[config.mk]
export PLATFORM = sky130hd
export DESIGN_NAME = uart_tx_arbiter_flat
export DESIGN_NICKNAME = d
export VERILOG_FILES = /design/src/rtl/uart_tx_arbiter_if.sv /design/src/rtl/uart_tx_arbiter.sv /design/src/flat_wrapper.sv
export SDC_FILE = /design/constraint.sdc
export NUM_CORES = 1
export LEC_CHECK = 0
export BUFFER_PORTS_ARGS = -buffer_cell sky130_fd_sc_hd__buf_2
export CAP_MARGIN = 10
export CORE_AREA = 2 2 63 65
export CTS_BUF_LIST = sky130_fd_sc_hd__clkbuf_4 sky130_fd_sc_hd__clkbuf_8
export DETAILED_ROUTE_END_ITERATION = 10
export DIE_AREA = 0 0 65 67
export PLACE_DENSITY = 0.81
export SKIP_LAST_GASP = 1
export SLEW_MARGIN = 20
export SYNTH_ARGS = -nofsm -noshare
export SYNTH_HDL_FRONTEND = slang
export SYNTH_SLANG_ARGS = --single-unit
[constraint.sdc]
create_clock -name clk -period 3.4 [get_ports clk]
set_clock_uncertainty 0.15 [all_clocks]
set_input_delay 0.68 -clock clk [delete_from_list [all_inputs] [get_ports clk]]
set_output_delay 0.68 -clock clk [all_outputs]
set_load 0.05 [all_outputs]
[src/rtl/uart_tx_arbiter_if.sv]
// Stream bundle between the byte producers, the arbiter and the UART bridge input.
// slave = arbiter view, master = producer/bridge (bench) view.
interface uart_tx_arbiter_if #(
  parameter int DATA_WIDTH = 8,
  parameter int NUM_SRC    = 3
);
  logic [NUM_SRC*DATA_WIDTH-1:0] s_tdata;
  logic [NUM_SRC-1:0]            s_tvalid;
  logic [NUM_SRC-1:0]            s_tlast;
  logic [NUM_SRC-1:0]            s_tready;
  logic [DATA_WIDTH-1:0]         m_tdata;
  logic                          m_tvalid;
  logic                          m_tlast;
  logic                          m_tready;
  logic [NUM_SRC-1:0]            grant;
  logic [15:0]                   pkt_count;

  modport slave (
    input  s_tdata, s_tvalid, s_tlast, m_tready,
    output s_tready, m_tdata, m_tvalid, m_tlast, grant, pkt_count
  );
  modport master (
    output s_tdata, s_tvalid, s_tlast, m_tready,
    input  s_tready, m_tdata, m_tvalid, m_tlast, grant, pkt_count
  );
endinterface

[src/rtl/uart_tx_arbiter.sv]
// Packet-level round-robin arbiter feeding the UART TX stream; grant is held from
// first beat to tlast so frames never interleave, and the master side is registered.
module uart_tx_arbiter #(
  parameter int DATA_WIDTH = 8,
  parameter int NUM_SRC    = 3
) (
  input  logic               clk,
  input  logic               rst_n,
  uart_tx_arbiter_if.slave   bus
);
  localparam int IDXW = (NUM_SRC > 1) ? $clog2(NUM_SRC) : 1;
  localparam logic [0:0] S_IDLE = 1'b0;
  localparam logic [0:0] S_PASS = 1'b1;

  logic [0:0]            r_state;
  logic [IDXW-1:0]       r_last;
  logic [IDXW-1:0]       r_own;
  logic [NUM_SRC-1:0]    r_grant;
  logic [DATA_WIDTH-1:0] r_m_tdata;
  logic                  r_m_tvalid;
  logic                  r_m_tlast;
  logic [15:0]           r_pkt_count;

  logic                  w_out_free;
  logic                  w_accept;
  logic                  w_found;
  logic [IDXW-1:0]       w_win;
  int                    w_idx;
  logic [DATA_WIDTH-1:0] w_own_data;
  logic                  w_own_last;
  logic [NUM_SRC-1:0]    w_s_tready;

  assign w_out_free = !r_m_tvalid || bus.m_tready;

  // Scan starts just past the previous owner so every requester gets a turn.
  always_comb begin
    w_found = 1'b0;
    w_win   = '0;
    w_idx   = 0;
    for (int k = 1; k <= NUM_SRC; k++) begin
      w_idx = (int'(r_last) + k) % NUM_SRC;
      if (!w_found && bus.s_tvalid[w_idx]) begin
        w_found = 1'b1;
        w_win   = IDXW'(w_idx);
      end
    end
  end

  always_comb begin
    w_own_data = '0;
    w_own_last = 1'b0;
    for (int i = 0; i < NUM_SRC; i++) begin
      if (r_grant[i]) begin
        w_own_data = bus.s_tdata[i*DATA_WIDTH +: DATA_WIDTH];
        w_own_last = bus.s_tlast[i];
      end
    end
  end

  for (genvar gi = 0; gi < NUM_SRC; gi++) begin : g_rdy
    assign w_s_tready[gi] = (r_state == S_PASS) && r_grant[gi] && w_out_free;
  end

  assign w_accept = |(w_s_tready & bus.s_tvalid);

  always_ff @(posedge clk or negedge rst_n) begin
    if (!rst_n) begin
      r_state     <= S_IDLE;
      r_last      <= IDXW'(NUM_SRC - 1);
      r_own       <= '0;
      r_grant     <= '0;
      r_m_tdata   <= '0;
      r_m_tvalid  <= 1'b0;
      r_m_tlast   <= 1'b0;
      r_pkt_count <= '0;
    end else begin
      // Load and drain may coincide, which keeps one beat per cycle.
      if (w_accept) begin
        r_m_tdata  <= w_own_data;
        r_m_tlast  <= w_own_last;
        r_m_tvalid <= 1'b1;
      end else if (bus.m_tready) begin
        r_m_tvalid <= 1'b0;
      end

      if (r_m_tvalid && bus.m_tready && r_m_tlast)
        r_pkt_count <= r_pkt_count + 16'd1;

      if (r_state == S_IDLE) begin
        if (w_found) begin
          r_grant <= NUM_SRC'(1) << w_win;
          r_own   <= w_win;
          r_state <= S_PASS;
        end
      end else begin
        if (w_accept && w_own_last) begin
          r_grant <= '0;
          r_last  <= r_own;
          r_state <= S_IDLE;
        end
      end
    end
  end

  assign bus.s_tready  = w_s_tready;
  assign bus.m_tdata   = r_m_tdata;
  assign bus.m_tvalid  = r_m_tvalid;
  assign bus.m_tlast   = r_m_tlast;
  assign bus.grant     = r_grant;
  assign bus.pkt_count = r_pkt_count;
endmodule

[src/flat_wrapper.sv]
// flat-port wrapper written by rule: the top's interface ports become plain ports
module uart_tx_arbiter_flat 
#(
  parameter int DATA_WIDTH = 8,
  parameter int NUM_SRC    = 3
)
  (clk, rst_n, bus_s_tdata, bus_s_tvalid, bus_s_tlast, bus_m_tready, bus_s_tready, bus_m_tdata, bus_m_tvalid, bus_m_tlast, bus_grant, bus_pkt_count);
  uart_tx_arbiter_if #(.DATA_WIDTH(DATA_WIDTH), .NUM_SRC(NUM_SRC)) bus_i ();
  input  logic clk;
  input  logic rst_n;
  input wire logic [$bits(bus_i.s_tdata)-1:0] bus_s_tdata;
  input wire logic [$bits(bus_i.s_tvalid)-1:0] bus_s_tvalid;
  input wire logic [$bits(bus_i.s_tlast)-1:0] bus_s_tlast;
  input wire logic [$bits(bus_i.m_tready)-1:0] bus_m_tready;
  output wire logic [$bits(bus_i.s_tready)-1:0] bus_s_tready;
  output wire logic [$bits(bus_i.m_tdata)-1:0] bus_m_tdata;
  output wire logic [$bits(bus_i.m_tvalid)-1:0] bus_m_tvalid;
  output wire logic [$bits(bus_i.m_tlast)-1:0] bus_m_tlast;
  output wire logic [$bits(bus_i.grant)-1:0] bus_grant;
  output wire logic [$bits(bus_i.pkt_count)-1:0] bus_pkt_count;
  assign bus_i.s_tdata = bus_s_tdata;
  assign bus_i.s_tvalid = bus_s_tvalid;
  assign bus_i.s_tlast = bus_s_tlast;
  assign bus_i.m_tready = bus_m_tready;
  assign bus_s_tready = bus_i.s_tready;
  assign bus_m_tdata = bus_i.m_tdata;
  assign bus_m_tvalid = bus_i.m_tvalid;
  assign bus_m_tlast = bus_i.m_tlast;
  assign bus_grant = bus_i.grant;
  assign bus_pkt_count = bus_i.pkt_count;
  uart_tx_arbiter #(.DATA_WIDTH(DATA_WIDTH), .NUM_SRC(NUM_SRC)) u_core (.clk(clk), .rst_n(rst_n), .bus(bus_i));
endmodule
# ---- Word-level counts from Yosys, hierarchy flattened
# Index checks and enable logic that the tools add are counted.
# W data, S select, Z words.
dict set report totals {
  ff_bits 34
  latchBits 0
  ram_bits 0
  rom_bits 0
  in_bits 33
  output_inout_bits 32
  word_cells 72
  n_memories 0
}
dict set report classes {
  n_addsub 4
  mul 0
  n_div 3
  order_cmp 3
  eq_ne 1
  shifts 1
  mux 29
  n_bitwise 2
  reduce_logical 21
}
# op n
set ops {}
lappend ops {{$lt A32 B4 Y1 const B} 3}
lappend ops {{$mod A32 B3 Y32 const B} 3}
lappend ops {{$mux W8} 3}
lappend ops {{$mux W1} 17}
lappend ops {{$add A16 B1 Y16 const B} 1}
lappend ops {{$logic_and A1 B1 Y1} 11}
lappend ops {{$mux W3} 3}
lappend ops {{$add A2 B2 Y3 const B} 2}
lappend ops {{$bmux W1 S2} 3}
lappend ops {{$mux W2} 3}
lappend ops {{$reduce_and A2 Y1} 3}
lappend ops {{$reduce_bool A2 Y1} 2}
lappend ops {{$add A2 B1 Y3 const B} 1}
lappend ops {{$and A3 B3 Y3} 1}
lappend ops {{$logic_not A1 Y1} 3}
lappend ops {{$reduce_or A3 Y1} 1}
lappend ops {{$shl A1 B2 Y3 const A} 1}
lappend ops {{$ne A2 B2 Y1 const B} 1}
lappend ops {{$logic_or A1 B1 Y1} 1}
lappend ops {{$not A1 Y1} 1}

# ---- Longest topological paths before layout
# Gate-level depths: netlist (run 1).
dict set report depth {
  ltp_word 15
  ltp_mapped 8
  depth_no_buf 7
}

# ---- Worst setup path before layout (run 1)
# Ideal clock, no wire load.
dict set report synth_timing {
  kind {reg-to-output}
  startpoint {reg u_core.r_grant[2] (netlist: u_core.bus.grant[2])}
  endpoint {out bus_s_tready[2]}
  arrival_ns 1.398
  required_time_ns 2.570
  slack_ns 1.172
  path_stages_with_launch 3
  path_buffers 1
  cell_sequence {dfrtp_1 clkbuf_1 and3_1}
}
dict set report synth_via {
  elab_chain_len 2
}
# element line_no
set synth_lines {}
lappend synth_lines {{start: declaration} uart_tx_arbiter.sv:18} ;# logic [NUM_SRC-1:0] r_grant;
lappend synth_lines {{start signal: assignment} uart_tx_arbiter.sv:91} ;# r_grant <= NUM_SRC'(1) << w_win;
lappend synth_lines {{$logic_and A1 B1 Y1 (2 in a row)} uart_tx_arbiter.sv:61} ;# assign w_s_tready[gi] = (r_state == S_PASS) && r_grant[gi] && w_out_free;
lappend synth_lines {{end: declaration} flat_wrapper.sv:15} ;# output wire logic [$bits(bus_i.s_tready)-1:0] bus_s_tready;
# No other way between the ends.

# ---- Worst setup path in the final report (run 1)
dict set report layout_timing {
  startpoint {reg u_core.r_grant[2] (netlist: u_core.bus.grant[2])}
  endpoint {reg u_core.r_last[0]}
}
dict set report layout_via {
  elab_chain_len 6
  elab_cells_between_ends 7
  cone_classes {mux (1); bitwise (1); reduce/logical (5)}
}
# element line_no
set layout_lines {}
lappend layout_lines {{$logic_and A1 B1 Y1 (2 in a row)} uart_tx_arbiter.sv:61}
lappend layout_lines {{$and A3 B3 Y3} uart_tx_arbiter.sv:64} ;# assign w_accept = |(w_s_tready & bus.s_tvalid);
lappend layout_lines {{$reduce_or A3 Y1} uart_tx_arbiter.sv:64}
lappend layout_lines {{$logic_and A1 B1 Y1 (*)} uart_tx_arbiter.sv:96} ;# if (w_accept && w_own_last) begin
lappend layout_lines {{$reduce_and A2 Y1 (no source line) (*)} n/a}
lappend layout_lines {{end signal: assignment} uart_tx_arbiter.sv:69} ;# r_last <= IDXW'(NUM_SRC - 1);
lappend layout_lines {{end signal: assignment} uart_tx_arbiter.sv:98} ;# r_last <= r_own;
lappend layout_lines {{end: declaration} uart_tx_arbiter.sv:16} ;# logic [IDXW-1:0] r_last;
# Every way passes the cells marked *; elsewhere a longest branch is shown, timed or not.
# A chain may end at the register's enable or synchronous reset.

==> reports/metrics.cfg, run 1 <==
[clocking]
cts_resized = 0
clk_pin_slew_ns = 0.07
htreeDepth = 2
clock_path_buffers = 2
numCtsBuffers = 5
clk_latency_ns = 0.27
holdBufCountCts = 0
cts_tree = built
cts.sinks = 34
postCtsSetupBuffers = 0
root_buffer = clkbuf_8

[timing]
setup_tns_ns = 0
slew_viol_final = 0
rsz0062_at_grt = no
worst_pin_slew_ns = 0.808
max_slew_margin_pct = 45.9
whs_ns = 0.313
fin_crit_sh_pct = 74.0
setup_ws_ns = 0.884
max_freq_mhz = 397
min_period_ns = 2.52
hold_viol = 0
report.final.setup_viol = 0

[critical_path]
path_class = reg2reg
required_ns = 3.41
endpoint_kind = flop
start_kind = flop
critPathBufInv = 0
crit_chain = a222oi_1, nor3b_2, nand3_2, mux2_2
worstPathMaxFanout = 22
critPathArrivalTime_ns = 2.52
cpPeakStageDelay_ns = 0.72
slowest_stage = nor3b_2
crit_family = simple AND/OR/NAND/NOR gates

[floorplanning]
io_pins = 65
fp.dieH_um = 67
coreArea_um2 = 3610
die-area_um2 = 4360
rows = 22
fp.dieW_um = 65
initial_core_util_pct = 51.3

[yosys]
synth_top_area_share_pct = 44.6
synth_mux_area_share_pct = 9.13
synthXorXnorAreaFrac_pct = 7.10
ys_ff_latch = 34
synth_nets = 209
synth_area_um2 = 1850
ys.flop_type = dfrtp_1
syn_inst = 172
synth_top_family_by_area = simple AND/OR/NAND/NOR gates
synth-edff-count = 0
yosys.area.top_type = dfrtp_1
syn_area_per_cell_um2 = 10.8
synthArstFlopShare_pct = 100
synthSimpleGateAreaFrac_pct = 16.2
synth-compound-area-share_pct = 14.7
synthAdderAreaFrac_pct = 2.70
netlist-cell-type-count = 47
ys_seq_area_share_pct = 46.0
synth_top_cells_by_area = dfrtp_1, mux2_2, xnor2_1
yosys_warnings = 0

[detailed_routing]
drtIter0Drc = 80
vias = 1524
final_antenna_net_count = 0
vias_per_cell = 5.35
drc = 0
drt_wl_total_mm = 3.80
wl_per_cell_um = 13.3
firstDrtPassIters = 4

[grt]
grt_max_degree = 35
grt_pass1_wl_mm = 6.43
grtUsageTotal_pct = 19.2
antenna_found_initial = 0
grt_pass1_vias = 1458
overflow = 0

[final_layout]
multiInputGateArea_um2 = 922
synthToLayoutAreaGrowth_pct = 23.0
register_area_um2 = 852
num_antenna_cells = 0
fillers = 325
final_cell_mix = buf_2, dfrtp_1, nand2_1
drive_gt1_share_pct = 39.2
final_common_cell = buf_2
post-route-util_pct = 63.1
nNetsFinal = 273

[placement]
finalWeightedCongestion = 0.945
dp_hpwl_mm = 2.92
port_buffers = 64
post-place-ws_ns = 0.854

[power_and_ir_drop]
ir_drop_mv = 0.366
p_per_area_nw_per_um2 = 820
power.leakage_uw = 0.00117
power_uw = 1870

[min_path]
worst_hold_path_type = in2async

[outcome]
status = finished clean

[job]
max_cap_viol_count = 0

[flip-flops by register name, summed over array words and instances, names as in the netlist]
name,cells
u_core.bus.m_tdata,8
u_core.r_last,2
u_core.bus.pkt_count,16
u_core.r_own,2
u_core.r_state,1
u_core.bus.m_tlast,1
u_core.bus.grant,3
u_core.bus.m_tvalid,1
[per-stage QoR]
stage	std cells	instance area (um2)
after floorplan	172	1850
after global placement	277	2180
after detailed placement	277	2180
after CTS	285	2280
after global routing	285	2280
final	285	2280
[power breakdown]
part	switching (uW)	leakage [uW]	internal, uW
Sequential	108	0.000441	508
Combinational	614	0.000679	334
Clock	131	0.0000517	171
[per-layer routing]
metal  vias to the layer above  wire (um)  global-route usage (%)
li1                        745          -                       -
met1                       708       1550                    22.8
met2                        66       1940                    34.1
met3                         5        270                    4.39
met4                         0         38                    6.38
met5                         -          0                       0
[cell usage after synthesis (all sizes together) (2+ instances only)]
library cell,n
nor2,5
nand4,5
o21ai,14
ha,4
inv,7
clkbuf,4
mux2,12
xor2,4
xnor2,11
or2,2
buf,3
and3,7
nand2b,2
and4,4
mux2i,3
nand3,6
nor2b,2
a22oi,8
nand2,16
o21a,2
a31o,2
dfrtp,33
[worst paths after layout]
kind / startpoint / endpoint / slack (ns) / cells past startpoint
hold reg to reg: u_core.bus.pkt_count[15] / u_core.bus.pkt_count[15] / 0.33 / 1
setup / recovery: u_core.bus.grant[2] / u_core.r_last[0] / 0.88 / 4
max in group asynchronous: rst_n / u_core.bus.grant[1] / 2.32 / 1
hold / removal: rst_n / u_core.bus.pkt_count[3] / 0.31 / 1
min in group clk: u_core.bus.pkt_count[15] / u_core.bus.pkt_count[15] / 0.33 / 1
setup reg to reg: u_core.bus.grant[2] / u_core.r_last[0] / 0.88 / 4
[layout make-up]
type / count / share of cell area [%]
clock buffer: 7 / 3.96
clock inverter: 1 / 0.220
timing repair buffer: 64 / 14.1
inverter: 7 / 1.15
multi-input combinational: 124 / 40.5
sequential: 34 / 37.4
tap: 48 / 2.64
[logic make-up after synthesis]
kind of cell / after synthesis
muxes: 15
xor gates and xnor gates: 15
and+or+nand+nor: 53
adders and majority gates: 4
AOI/OAI and AO/OA: 37
DFF: 34
buffers and inverters: 14
Note: power is estimated with default switching activity, not from simulation.
==> run 2: changes to the inputs <==
Settings changed: CORE_AREA 2 2 63 65 to 2 2 67 69, DIE_AREA 0 0 65 67 to 0 0 69 71, PLACE_DENSITY 0.81 to 0.75.
Clock period 3.4 ns to 2.2 ns, I/O delays scaled along.
==> run 2 against run 1 <==
Effect of this change:
- power grew 58%
- combinational power increased by 62%
- via count grew 2.6%
- critical path type unchanged
- sequential power rose by 49%
- largest power group unchanged
- flip-flop and latch count unchanged
- largest cell class unchanged
- clock power rose by 63%
==> reports/metrics.cfg, run 2 (synthesis gave the netlist of run 1 again) <==
[clocking]
htreeDepth = 2  ; unchanged
postCtsSetupBuffers = 0  ; unchanged
cts.sinks = 34  ; unchanged
numCtsBuffers = 5  ; unchanged
clk_latency_ns = 0.29  ; +0.02 ns
clock_path_buffers = 2  ; unchanged
clk_pin_slew_ns = 0.07  ; about the same
cts_tree = built
root_buffer = clkbuf_8

[timing]
setup_tns_ns = 0  ; unchanged
whs_ns = 0.0639  ; -0.249 ns
max_freq_mhz = 471  ; +18%
rsz0062_at_grt = no
fin_crit_sh_pct = 96.6  ; +23 points
min_period_ns = 2.13  ; -0.391 ns
report.final.setup_viol = 0  ; unchanged
slew_viol_final = 0  ; unchanged
hold_viol = 0  ; unchanged
worst_pin_slew_ns = 0.748  ; -0.0602 ns
max_slew_margin_pct = 50.1  ; +4.2 points

[grt]
grt_pass1_wl_mm = 6.83  ; +6.2%
antenna_found_initial = 0  ; unchanged
overflow = 0  ; unchanged
grt_pass1_vias = 1443  ; -1.0%
grt_max_degree = 35  ; unchanged
grtUsageTotal_pct = 17.3  ; -1.9 points

[final_layout]
register_area_um2 = 852  ; unchanged
final_common_cell = buf_2
post-route-util_pct = 55.0  ; -8.1 points
drive_gt1_share_pct = 40.7  ; +1.4 points
nNetsFinal = 277  ; +1.5%
num_antenna_cells = 0  ; unchanged
multiInputGateArea_um2 = 925  ; +0.27%
largest_reg_flops = 16  ; unchanged
synthToLayoutAreaGrowth_pct = 25.0
final_cell_mix = buf_2, dfrtp_1, nand2_1
fillers = 415  ; +28%

[power_and_ir_drop]
ir_drop_mv = 0.560  ; +53%
p_per_area_nw_per_um2 = 1280  ; +56%
power_uw = 2960  ; +58%
power.leakage_uw = 0.00119  ; +1.3%

[detailed_routing]
vias_per_cell = 5.34  ; -0.18%
drt_wl_total_mm = 4.05  ; +6.6%
drtIter0Drc = 78  ; -2.5%
wl_per_cell_um = 13.8  ; +3.7%
final_antenna_net_count = 0  ; unchanged
vias = 1564  ; +2.6%
drc = 0  ; unchanged
firstDrtPassIters = 4  ; unchanged

[critical_path]
start_kind = flop
r2r_setup_slack_ns = 0.07  ; -0.81 ns
worstPathMaxFanout = 6  ; -73%
cp-startpoint = u_core.r_last[1]
critPathArrivalTime_ns = 2.15  ; -0.37 ns
crit_end = u_core.r_own[1]
endpoint_kind = flop
path_class = reg2reg
reg2reg_from = u_core.r_last[1]
required_ns = 2.23  ; -1.18 ns
r2r-end = u_core.r_own[1]
reg2regPathDepth = 6  ; +2

[outcome]
status = finished clean

[placement]
finalWeightedCongestion = 0.800  ; -15%
port_buffers = 64  ; unchanged
dp_hpwl_mm = 3.08  ; +5.4%

[min_path]
worst_hold_path_type = in2async

[floorplanning]
die-area_um2 = 4900  ; +12%
coreArea_um2 = 4200  ; +17%
rows = 24  ; +9.1%
fp.dieW_um = 69  ; +6.2%
initial_core_util_pct = 44.0  ; -7.3 points
io_pins = 65  ; unchanged
fp.dieH_um = 71  ; +6.0%

[job]
max_cap_viol_count = 0  ; unchanged

[run 2: cell count changes in the layout (fill, tap and decap cells not counted)]
cell        delta
o21ai_0        -1
clkinvlp_4     +1
ha_1           -1
clkbuf_4       -1
buf_4          +4
ha_2           +1
o21ai_1        +1
[run 2: what timing repair did]
| action | 4_1_cts | 5_1_grt |
|---|---|---|
| resized for setup | 0 | 2 |
| hold buffers | 0 | 0 |
| endpoints found under the setup margin | 0 | 1 |
[run 2: critical path, stage by stage (launching register included)]
cell	delay (ns)
dfstp_2	0.54
ha_2	0.30
or2_2	0.31
a32oi_4	0.28
nand2_2	0.11
mux2i_1	0.14
o22a_1	0.18
[run 2: routing by layer]
metal	share of wire [%]	global-route usage [%]
met1	45	23.2
met2	48	27.7
met3	6.3	3.85
met4	0.47	6.54
met5	0	0
[run 2: worst min path at each step]
stage                             start                        to
2_1_floorplan                     rst_n       u_core.bus.grant[0]
3_3_place_gp   u_core.bus.pkt_count[15]  u_core.bus.pkt_count[15]
3_5_place_dp    u_core.bus.pkt_count[7]   u_core.bus.pkt_count[7]
4_1_cts                           rst_n   u_core.bus.pkt_count[3]
5_1_grt                           rst_n  u_core.bus.pkt_count[10]
6_report                          rst_n   u_core.bus.pkt_count[3]
[run 2: stage by stage]
step | setup WS [ns] | std cells | instance area [um2]
after global placement | 0.136 | 285 | 2220
final | 0.0748 | 293 | 2310
after global routing | 0.00500 | 293 | 2310
after detailed placement | 0.0976 | 285 | 2220
after CTS | 0.0844 | 293 | 2310
after floorplan | 0.193 | 172 | 1850
[run 2: where the power goes]
part	leakage (uW)	total, uW	internal [uW]	switching (uW)
clock network	0.0000472	491	252	239
registers	0.000441	921	785	135
logic	0.000698	1540	556	989
total	0.00119	2960	1590	1360
[run 2: area by class of cell]
cell class | count | area share [%]
multi-input combinational | 124 | 40.0
inverter | 7 | 1.14
tap | 52 | 2.81
timing repair buffer | 68 | 15.1
sequential | 34 | 36.8
clock buffer | 6 | 3.57
clock inverter | 2 | 0.541
